<file path="config.mk">
export PLATFORM = sky130hd
export DESIGN_NAME = ex_stage_flat
export DESIGN_NICKNAME = d
export VERILOG_FILES = /design/src/rtl/mips_pkg.sv /design/src/rtl/ex_stage_if.sv /design/src/rtl/alu_core.sv /design/src/rtl/ex_stage.sv /design/src/flat_wrapper.sv
export SDC_FILE = /design/constraint.sdc
export NUM_CORES = 1
export LEC_CHECK = 0
export BUFFER_PORTS_ARGS = -buffer_cell sky130_fd_sc_hd__buf_2
export CORE_ASPECT_RATIO = 0.5
export CORE_MARGIN = 8
export CORE_UTILIZATION = 51
export DETAILED_ROUTE_END_ITERATION = 10
export PLACE_DENSITY = 0.9
export SYNTH_ARGS = -nofsm -noshare
export SYNTH_HDL_FRONTEND = slang
export SYNTH_SLANG_ARGS = --single-unit
</file>
<file path="constraint.sdc">
create_clock -name clk -period 0.8 [get_ports clk]
set_input_delay 0.16 -clock clk [delete_from_list [all_inputs] [get_ports clk]]
set_output_delay 0.16 -clock clk [all_outputs]
set_load 0.05 [all_outputs]
</file>
<file path="src/rtl/mips_pkg.sv">
// Shared MIPS core definitions: ALU operation codes, forwarding selects and
// the EX/MEM flag bundle used by the execute stage.
package mips_pkg;

    localparam logic [3:0] ALU_ADD = 4'b0000;
    localparam logic [3:0] ALU_SUB = 4'b0001;
    localparam logic [3:0] ALU_AND = 4'b0010;
    localparam logic [3:0] ALU_OR  = 4'b0011;
    localparam logic [3:0] ALU_SLT = 4'b0101;

    localparam logic [1:0] FWD_NONE  = 2'b00;
    localparam logic [1:0] FWD_EXMEM = 2'b10;
    localparam logic [1:0] FWD_MEMWB = 2'b01;

    typedef struct packed {
        logic valid;
        logic reg_write;
        logic mem_read;
        logic mem_write;
        logic branch_taken;
        logic zero;
        logic overflow;
        logic illegal;
    } ex_flags_t;

    // Select 2'b11 is unused by the hazard unit and falls back to the ID/EX value.
    function automatic logic [31:0] fwd_mux(input logic [1:0]  sel,
                                            input logic [31:0] id_val,
                                            input logic [31:0] exmem_val,
                                            input logic [31:0] memwb_val);
        logic [31:0] val;
        case (sel)
            FWD_EXMEM: val = exmem_val;
            FWD_MEMWB: val = memwb_val;
            FWD_NONE:  val = id_val;
            default:   val = id_val;
        endcase
        return val;
    endfunction

endpackage

</file>
<file path="src/rtl/ex_stage_if.sv">
// ID/EX -> EX/MEM bundle of the execute stage. The forwarding signals exist
// only when FORWARDING_EN is defined.
interface ex_stage_if;

    logic        in_valid;
    logic        stall;
    logic        flush;
    logic [3:0]  alu_signal;
    logic [31:0] rs_data;
    logic [31:0] rt_data;
    logic [31:0] imm;
    logic        alu_src;
    logic [4:0]  dest;
    logic        reg_write;
    logic        mem_read;
    logic        mem_write;
    logic        branch;
    logic [31:0] pc_plus4;
`ifdef FORWARDING_EN
    logic [1:0]  fwd_a;
    logic [1:0]  fwd_b;
    logic [31:0] wb_data;
`endif

    logic        ex_valid;
    logic [31:0] ex_result;
    logic [31:0] ex_store_data;
    logic [4:0]  ex_dest;
    logic        ex_reg_write;
    logic        ex_mem_read;
    logic        ex_mem_write;
    logic        ex_branch_taken;
    logic [31:0] ex_branch_target;
    logic        ex_zero;
    logic        ex_overflow;
    logic        ex_illegal;

    modport master (
`ifdef FORWARDING_EN
        output fwd_a, fwd_b, wb_data,
`endif
        output in_valid, stall, flush, alu_signal, rs_data, rt_data, imm,
        output alu_src, dest, reg_write, mem_read, mem_write, branch, pc_plus4,
        input  ex_valid, ex_result, ex_store_data, ex_dest, ex_reg_write,
        input  ex_mem_read, ex_mem_write, ex_branch_taken, ex_branch_target,
        input  ex_zero, ex_overflow, ex_illegal
    );

    modport slave (
`ifdef FORWARDING_EN
        input  fwd_a, fwd_b, wb_data,
`endif
        input  in_valid, stall, flush, alu_signal, rs_data, rt_data, imm,
        input  alu_src, dest, reg_write, mem_read, mem_write, branch, pc_plus4,
        output ex_valid, ex_result, ex_store_data, ex_dest, ex_reg_write,
        output ex_mem_read, ex_mem_write, ex_branch_taken, ex_branch_target,
        output ex_zero, ex_overflow, ex_illegal
    );

endinterface

</file>
<file path="src/rtl/alu_core.sv">
// Combinational 32-bit ALU of the execute stage: add/sub with signed overflow,
// and/or, signed slt; unknown codes flag illegal and yield zero.
module alu_core
    import mips_pkg::*;
(
    input  logic [31:0] a,
    input  logic [31:0] b,
    input  logic [3:0]  op,
    output logic [31:0] result,
    output logic        zero,
    output logic        overflow,
    output logic        illegal
);

    logic [31:0] sum_s;
    logic [31:0] diff_s;

    assign sum_s  = a + b;
    assign diff_s = a - b;

    // Operation select; slt uses a true signed compare so it is immune to sub overflow.
    always_comb begin
        result   = 32'd0;
        overflow = 1'b0;
        illegal  = 1'b0;
        case (op)
            ALU_ADD: begin
                result   = sum_s;
                overflow = (a[31] == b[31]) && (sum_s[31] != a[31]);
            end
            ALU_SUB: begin
                result   = diff_s;
                overflow = (a[31] != b[31]) && (diff_s[31] != a[31]);
            end
            ALU_AND: result = a & b;
            ALU_OR:  result = a | b;
            ALU_SLT: result = {31'd0, ($signed(a) < $signed(b))};
            default: illegal = 1'b1;
        endcase
    end

    assign zero = (result == 32'd0);

endmodule

</file>
<file path="src/rtl/ex_stage.sv">
// MIPS execute stage: operand selection, ALU, branch resolution and the EX/MEM
// register with flush > stall > load priority. Build option: FORWARDING_EN.
module ex_stage
    import mips_pkg::*;
(
    input  logic       clk,
    input  logic       rst_n,
    ex_stage_if.slave  bus
);

    logic [31:0] op_a_s;
    logic [31:0] rt_fwd_s;
    logic [31:0] op_b_s;
    logic [31:0] alu_result_s;
    logic        alu_zero_s;
    logic        alu_overflow_s;
    logic        alu_illegal_s;
    logic [31:0] branch_target_s;
    ex_flags_t   flags_next_s;

    logic [31:0] ex_result_r;
    logic [31:0] ex_store_data_r;
    logic [4:0]  ex_dest_r;
    logic [31:0] ex_branch_target_r;
    ex_flags_t   flags_r;

    // Operand selection; forwarding applies to rt before the immediate mux.
    always_comb begin
`ifdef FORWARDING_EN
        op_a_s   = fwd_mux(bus.fwd_a, bus.rs_data, ex_result_r, bus.wb_data);
        rt_fwd_s = fwd_mux(bus.fwd_b, bus.rt_data, ex_result_r, bus.wb_data);
`else
        op_a_s   = bus.rs_data;
        rt_fwd_s = bus.rt_data;
`endif
        op_b_s   = bus.alu_src ? bus.imm : rt_fwd_s;
    end

    alu_core u_alu (
        .a        (op_a_s),
        .b        (op_b_s),
        .op       (bus.alu_signal),
        .result   (alu_result_s),
        .zero     (alu_zero_s),
        .overflow (alu_overflow_s),
        .illegal  (alu_illegal_s)
    );

    assign branch_target_s = bus.pc_plus4 + {bus.imm[29:0], 2'b00};

    // Flags for a loaded slot; a bubble clears all of them.
    always_comb begin
        flags_next_s              = '0;
        flags_next_s.valid        = bus.in_valid;
        flags_next_s.reg_write    = bus.in_valid & bus.reg_write & ~alu_illegal_s & ~alu_overflow_s;
        flags_next_s.mem_read     = bus.in_valid & bus.mem_read  & ~alu_illegal_s;
        flags_next_s.mem_write    = bus.in_valid & bus.mem_write & ~alu_illegal_s;
        flags_next_s.branch_taken = bus.in_valid & bus.branch & alu_zero_s;
        flags_next_s.zero         = bus.in_valid & alu_zero_s;
        flags_next_s.overflow     = bus.in_valid & alu_overflow_s;
        flags_next_s.illegal      = bus.in_valid & alu_illegal_s;
    end

    // EX/MEM register: a flushed slot behaves like a bubble while its data holds.
    always_ff @(posedge clk or negedge rst_n) begin
        if (!rst_n) begin
            flags_r            <= '0;
            ex_result_r        <= 32'd0;
            ex_store_data_r    <= 32'd0;
            ex_dest_r          <= 5'd0;
            ex_branch_target_r <= 32'd0;
        end else if (bus.flush) begin
            flags_r            <= '0;
        end else if (!bus.stall) begin
            flags_r            <= flags_next_s;
            ex_result_r        <= alu_result_s;
            ex_store_data_r    <= rt_fwd_s;
            ex_dest_r          <= bus.dest;
            ex_branch_target_r <= branch_target_s;
        end
    end

    assign bus.ex_valid         = flags_r.valid;
    assign bus.ex_reg_write     = flags_r.reg_write;
    assign bus.ex_mem_read      = flags_r.mem_read;
    assign bus.ex_mem_write     = flags_r.mem_write;
    assign bus.ex_branch_taken  = flags_r.branch_taken;
    assign bus.ex_zero          = flags_r.zero;
    assign bus.ex_overflow      = flags_r.overflow;
    assign bus.ex_illegal       = flags_r.illegal;
    assign bus.ex_result        = ex_result_r;
    assign bus.ex_store_data    = ex_store_data_r;
    assign bus.ex_dest          = ex_dest_r;
    assign bus.ex_branch_target = ex_branch_target_r;

endmodule

</file>
<file path="src/flat_wrapper.sv">
// flat-port wrapper written by rule: the top's interface ports become plain ports
module ex_stage_flat import mips_pkg::*;
  (clk, rst_n, bus_in_valid, bus_stall, bus_flush, bus_alu_signal, bus_rs_data, bus_rt_data, bus_imm, bus_alu_src, bus_dest, bus_reg_write, bus_mem_read, bus_mem_write, bus_branch, bus_pc_plus4, bus_ex_valid, bus_ex_result, bus_ex_store_data, bus_ex_dest, bus_ex_reg_write, bus_ex_mem_read, bus_ex_mem_write, bus_ex_branch_taken, bus_ex_branch_target, bus_ex_zero, bus_ex_overflow, bus_ex_illegal);
  ex_stage_if bus_i ();
  input  logic clk;
  input  logic rst_n;
  input wire logic [$bits(bus_i.in_valid)-1:0] bus_in_valid;
  input wire logic [$bits(bus_i.stall)-1:0] bus_stall;
  input wire logic [$bits(bus_i.flush)-1:0] bus_flush;
  input wire logic [$bits(bus_i.alu_signal)-1:0] bus_alu_signal;
  input wire logic [$bits(bus_i.rs_data)-1:0] bus_rs_data;
  input wire logic [$bits(bus_i.rt_data)-1:0] bus_rt_data;
  input wire logic [$bits(bus_i.imm)-1:0] bus_imm;
  input wire logic [$bits(bus_i.alu_src)-1:0] bus_alu_src;
  input wire logic [$bits(bus_i.dest)-1:0] bus_dest;
  input wire logic [$bits(bus_i.reg_write)-1:0] bus_reg_write;
  input wire logic [$bits(bus_i.mem_read)-1:0] bus_mem_read;
  input wire logic [$bits(bus_i.mem_write)-1:0] bus_mem_write;
  input wire logic [$bits(bus_i.branch)-1:0] bus_branch;
  input wire logic [$bits(bus_i.pc_plus4)-1:0] bus_pc_plus4;
  output wire logic [$bits(bus_i.ex_valid)-1:0] bus_ex_valid;
  output wire logic [$bits(bus_i.ex_result)-1:0] bus_ex_result;
  output wire logic [$bits(bus_i.ex_store_data)-1:0] bus_ex_store_data;
  output wire logic [$bits(bus_i.ex_dest)-1:0] bus_ex_dest;
  output wire logic [$bits(bus_i.ex_reg_write)-1:0] bus_ex_reg_write;
  output wire logic [$bits(bus_i.ex_mem_read)-1:0] bus_ex_mem_read;
  output wire logic [$bits(bus_i.ex_mem_write)-1:0] bus_ex_mem_write;
  output wire logic [$bits(bus_i.ex_branch_taken)-1:0] bus_ex_branch_taken;
  output wire logic [$bits(bus_i.ex_branch_target)-1:0] bus_ex_branch_target;
  output wire logic [$bits(bus_i.ex_zero)-1:0] bus_ex_zero;
  output wire logic [$bits(bus_i.ex_overflow)-1:0] bus_ex_overflow;
  output wire logic [$bits(bus_i.ex_illegal)-1:0] bus_ex_illegal;
  assign bus_i.in_valid = bus_in_valid;
  assign bus_i.stall = bus_stall;
  assign bus_i.flush = bus_flush;
  assign bus_i.alu_signal = bus_alu_signal;
  assign bus_i.rs_data = bus_rs_data;
  assign bus_i.rt_data = bus_rt_data;
  assign bus_i.imm = bus_imm;
  assign bus_i.alu_src = bus_alu_src;
  assign bus_i.dest = bus_dest;
  assign bus_i.reg_write = bus_reg_write;
  assign bus_i.mem_read = bus_mem_read;
  assign bus_i.mem_write = bus_mem_write;
  assign bus_i.branch = bus_branch;
  assign bus_i.pc_plus4 = bus_pc_plus4;
  assign bus_ex_valid = bus_i.ex_valid;
  assign bus_ex_result = bus_i.ex_result;
  assign bus_ex_store_data = bus_i.ex_store_data;
  assign bus_ex_dest = bus_i.ex_dest;
  assign bus_ex_reg_write = bus_i.ex_reg_write;
  assign bus_ex_mem_read = bus_i.ex_mem_read;
  assign bus_ex_mem_write = bus_i.ex_mem_write;
  assign bus_ex_branch_taken = bus_i.ex_branch_taken;
  assign bus_ex_branch_target = bus_i.ex_branch_target;
  assign bus_ex_zero = bus_i.ex_zero;
  assign bus_ex_overflow = bus_i.ex_overflow;
  assign bus_ex_illegal = bus_i.ex_illegal;
  ex_stage u_core (.clk(clk), .rst_n(rst_n), .bus(bus_i));
endmodule
</file>
==> impl_metrics.yaml, run 1 <==
floorplan:
  fp.dieW_um: 230.2
  rows: 39
  io_pins: 256
  die_h_um: 123.1
  initial_core_util: 0.5156
synthesis:
  seq_area_frac_synth: 0.2331
  yosysWarnings: 0
  yosys.area.top_type_share: 0.2331
  ys_types: 91
  syn_inst: 1514
  post_synth.cell_area_avg_um2: 7.728
  synthArstFlopShare: 1.000
  synth_area_leaders: "dfrtp_1, ha_1, nand2_1"
  synth_largest_area_cell: "dfrtp_1"
  synth-main-ff-cell: "dfrtp_1"
  synth-seq-cells: 109
  netlist_area_mm2: 0.01170
  synth_edf_count: 0
  syn-num-nets: 1811
placed_design:
  place_congestion: 1.148
  io_buffers: 255
  place_area_mm2: 0.01733
  pre_cts_slack_ns: -3.225
  hpwl_um: 46780
clock_tree:
  cts.sink_count: 109
  numCtsBuffers: 9
  clockRootBuffer: "clkbuf_16"
  clk_path_buf_depth: 2
  h-tree-depth: 3
grt:
  grt_pass1_vias: 24974
  grt_max_degree: 57
  grt_pass1_wl_um: 187100
  grtUsageTotal: 0.8742
  grt_overflow: 976
run_status:
  toolErrorMsg: "[ERROR GRT-0116] Global routing finished with congestion. Check the congestion regions in the DRC Viewer."
  status: "stopped before the end"
  failed_stage: "global routing"
-- cells in the mapped netlist (all sizes together), types with 5 or more instances --
cell type / number
dfrtp: 109
nand2b: 23
nor4: 13
ha: 147
o31ai: 11
buf: 25
or2: 8
nor2: 113
o211ai: 28
inv: 104
mux2i: 48
or4: 5
nor2b: 28
o2111ai: 7
nor3: 36
clkbuf: 45
nand4: 11
o311ai: 5
or3: 11
o21bai: 11
and3: 11
a21o: 33
and2: 8
a31oi: 17
xnor2: 30
a21oi: 94
o21ai: 108
nand2: 252
xor2: 14
a211oi: 29
o21a: 13
nand3: 23
-- timing repair --
item,4_1_cts
hold buffers,8
resized for setup,586
pin swaps,155
setup endpoints to repair,217
cloned,4
buffers inserted,111
hold endpoints to repair,116
-- kinds of logic after synthesis --
logic type               synth area share
buffers and inverters             0.05892
multiplexers                      0.04491
flip-flops                         0.2331
adder cells (fa/ha/maj)            0.1623
AND/OR/NAND/NOR                    0.2207
XOR/XNOR                          0.03294
AO/OA/AOI/OAI                      0.2470
-- metrics by stage --
step / TNS, ns / cells / hold WS, ns
3_3_place_gp: -141.36 / 2480 / 0.06334
3_5_place_dp: -154.00 / 2480 / 0.07022
2_1_floorplan: -98.91 / 1514 / -0.1356
4_1_cts: -131.10 / 2603 / 0.01047
-- metal layers --
| metal | overflow | track usage |
|---|---|---|
| met1 | 27 | 0.8111 |
| met2 | 609 | 1.040 |
| met3 | 34 | 0.7790 |
| met4 | 302 | 0.9401 |
| met5 | 4 | 0.5444 |
==> run 2: changes to the inputs <==
--- a/config.mk
+++ b/config.mk
@@ -6,11 +6,10 @@
 export NUM_CORES = 1
 export LEC_CHECK = 0
 export BUFFER_PORTS_ARGS = -buffer_cell sky130_fd_sc_hd__buf_2
-export CORE_ASPECT_RATIO = 0.5
 export CORE_MARGIN = 8
-export CORE_UTILIZATION = 51
+export CORE_UTILIZATION = 40
 export DETAILED_ROUTE_END_ITERATION = 10
-export PLACE_DENSITY = 0.9
+export PLACE_DENSITY_LB_ADDON = 0.15
 export SYNTH_ARGS = -nofsm -noshare
 export SYNTH_HDL_FRONTEND = slang
 export SYNTH_SLANG_ARGS = --single-unit
==> constraint.sdc (replaced) <==
create_clock -name clk -period 1.05 [get_ports clk]
set_input_delay 0.21 -clock clk [delete_from_list [all_inputs] [get_ports clk]]
set_output_delay 0.21 -clock clk [all_outputs]
set_load 0.05 [all_outputs]
==> run 2 against run 1 <==
The flow now finishes, with violations (setup timing). Synthesized cell count unchanged. Area after synthesis unchanged.
==> impl_metrics.yaml, run 2 <==
run_status:
  status: "finished, violations left"
  violations: "setup timing"
synthesis:
  synth_common_cells: "nand2_1, ha_1, nor2_1"
  synthArstFlopShare: 1.000
  yosysMostFrequentCell: "nand2_1"
  post_synth.cell_area_avg_um2: 7.728
  synth_edf_count: 0
  yosysWarnings: 0
  seq_area_frac_synth: 0.2331
  synth_area_leaders: "dfrtp_1, ha_1, nand2_1"
  synth-main-ff-cell: "dfrtp_1"
  netlist_area_mm2: 0.01170
  ys_types: 91
  synth-seq-cells: 109
  yosys.area.top_type_share: 0.2331
  synth_largest_area_cell: "dfrtp_1"
  syn-num-nets: 1811
  syn_inst: 1514
sta:
  post-route-min-period_ns: 3.270
  worst_pin_slew_ns: 0.8071
  hold_ws_ns: 0.02976
  rsz0062_at_grt: "yes"
  period_share: 3.114
  slew_headroom: 0.4587
  setup_tns_ns: -93.71
  setup_violations: 175
  clock_skew_ns: 0
  final_hold_viol_count: 0
  finalWorstSetupSlack_ns: -2.220
  drv_slew: 0
  timing.fmax_mhz: 305.8
worst_hold_path:
  hold_path_class: "input port to flip-flop"
  hold_start: "bus_dest[2]"
  whs_endpoint: "u_core.bus.ex_dest[2]$_DFFE_PN0P_"
  hold_depth: 3
setup_path:
  worstReg2RegEnd: "u_core.bus.ex_result[8]$_DFFE_PN0P_"
  cp-start-kind: "input port"
  ff2ff_path_depth: 2
  r2r_slack_ns: 0.15
  cp.required_ns: 1.33
  r2r_start: "u_core.bus.ex_result[8]$_DFFE_PN0P_"
  critPathKind: "input port to flip-flop"
  cp-end-kind: "flip-flop"
  cp_max_fo: 8
  critPathArrivalTime_ns: 3.55
floorplan:
  fp.dieW_um: 187.0
  coreArea_mm2: 0.02878
  rows: 62
  die_h_um: 187.0
  initial_core_util: 0.4065
  io_pins: 256
  dieArea_mm2: 0.03498
placed_design:
  place_congestion: 1.002
  pre_cts_slack_ns: -2.903
  io_buffers: 255
  place_area_mm2: 0.01781
  hpwl_um: 43420
grt:
  grtUsageTotal: 0.2974
  grt_overflow: 0
  grt_pass1_vias: 15029
  antenna_found_initial: 6
  grt_max_degree: 71
  grt_pass1_wl_um: 83080
layout:
  multi_input_comb_area_mm2: 0.01037
  final_common_cell: "buf_4"
  regArea_mm2: 0.002728
  final_cell_mix: "buf_4, nand2_1, buf_6"
  area_growth_pct: 84.75
  fill_cells: 2092
  drive_above_1_share: 0.5271
  design_area_mm2: 0.02162
  final_nets: 2656
clock_tree:
  clk_path_buf_depth: 2
  numCtsBuffers: 9
  cts_tree: "done"
  clockRootBuffer: "clkbuf_16"
  clk_latency_ns: 0.35
  cts.sink_count: 109
  h-tree-depth: 3
  clk_pin_slew_ns: 0.08
route:
  vias: 14901
  viasPerCell: 5.417
  routed_wl_um: 56330
  drtAntennaViolNets: 0
  drt-initial-drc-count: 1016
  drt-wirelength-per-cell_um: 20.48
  dr.pass1.iters: 7
  drc: 0
power_and_ir_drop:
  p_leak_uw: 0.01063
  ir_worst_vdd_mv: 0.9263
  power_density_mw_per_mm2: 1132
  p_total_uw: 24480
run:
  drv_cap: 0
run 2: cells by family after synthesis:
kind of cell,share of synthesized area
AOI/OAI and AO/OA,0.2470
xor gates and xnor gates,0.03294
adders and majority gates,0.1623
buffers and inverters,0.05892
DFF,0.2331
muxes,0.04491
and+or+nand+nor,0.2207
run 2: critical path, cell delays in order:
cell and delay (ns):
buf_12 0.10, buf_12 0.16, mux2i_4 0.32, ha_4 0.25, buf_6 0.12, o311a_4 0.40
o31ai_4 0.44, buf_4 0.19, mux2_4 0.31, nor3_4 0.15, and3_4 0.25, nand4_1 0.19
nor4_2 0.20, nand2_1 0.12, o21ai_1 0.14
run 2: power breakdown:
part / switching [µW] / total [µW] / internal (µW) / leakage, µW
clock: 1770 / 3890 / 2120 / 0.000157
combinational: 8210 / 15300 / 7120 / 0.00909
sequential: 467 / 5260 / 4790 / 0.00138
total: 10400 / 24500 / 14000 / 0.0106
run 2: worst max-delay path by stage:
stage                                                        end  depth (start not counted)         from
after floorplan           u_core.bus.ex_branch_taken$_DFFE_PN0P_                         16  bus_alu_src
after global placement            u_core.bus.ex_zero$_DFFE_PN0P_                         20  bus_alu_src
after detailed placement          u_core.bus.ex_zero$_DFFE_PN0P_                         20  bus_alu_src
after CTS                         u_core.bus.ex_zero$_DFFE_PN0P_                         18  bus_alu_src
after global routing      u_core.bus.ex_branch_taken$_DFFE_PN0P_                         16  bus_alu_src
final                             u_core.bus.ex_zero$_DFFE_PN0P_                         15  bus_alu_src
run 2: cell type report:
class | instances | area share
antenna | 3 | 0.0003473
clock buffer | 10 | 0.01059
sequential | 109 | 0.1262
timing repair buffer | 904 | 0.3383
inverter | 105 | 0.01823
tap | 384 | 0.02223
clock inverter | 6 | 0.004399
multi-input combinational | 1230 | 0.4797
run 2: per-stage QoR:
step	util	instances
final	0.7511	2751
after global routing	0.7510	2750
after detailed placement	0.6188	2606
after floorplan	-	1514
after CTS	0.6961	2666
after global placement	0.6188	2606
run 2: timing repair:
item / in CTS / in global routing
hold buffers: 1 / 0
gates resized for setup: 369 / 338
pin swaps: 144 / 99
setup endpoints to repair: 175 / 175
endpoints found under the hold margin: 109 / 0
cloned: 2 / 0
buffers inserted: 54 / 91
run 2: routing by layer:
metal	vias up	wire [µm]	track usage	part of all wire
met5	-	51	0	0.00091
met1	7084	22700	0.3495	0.40
met2	591	27210	0.5118	0.48
met3	150	3593	0.06152	0.064
met4	8	2783	0.1411	0.049
li1	7068	-	-	-
No activity file was read; power rests on OpenSTA's default activity.
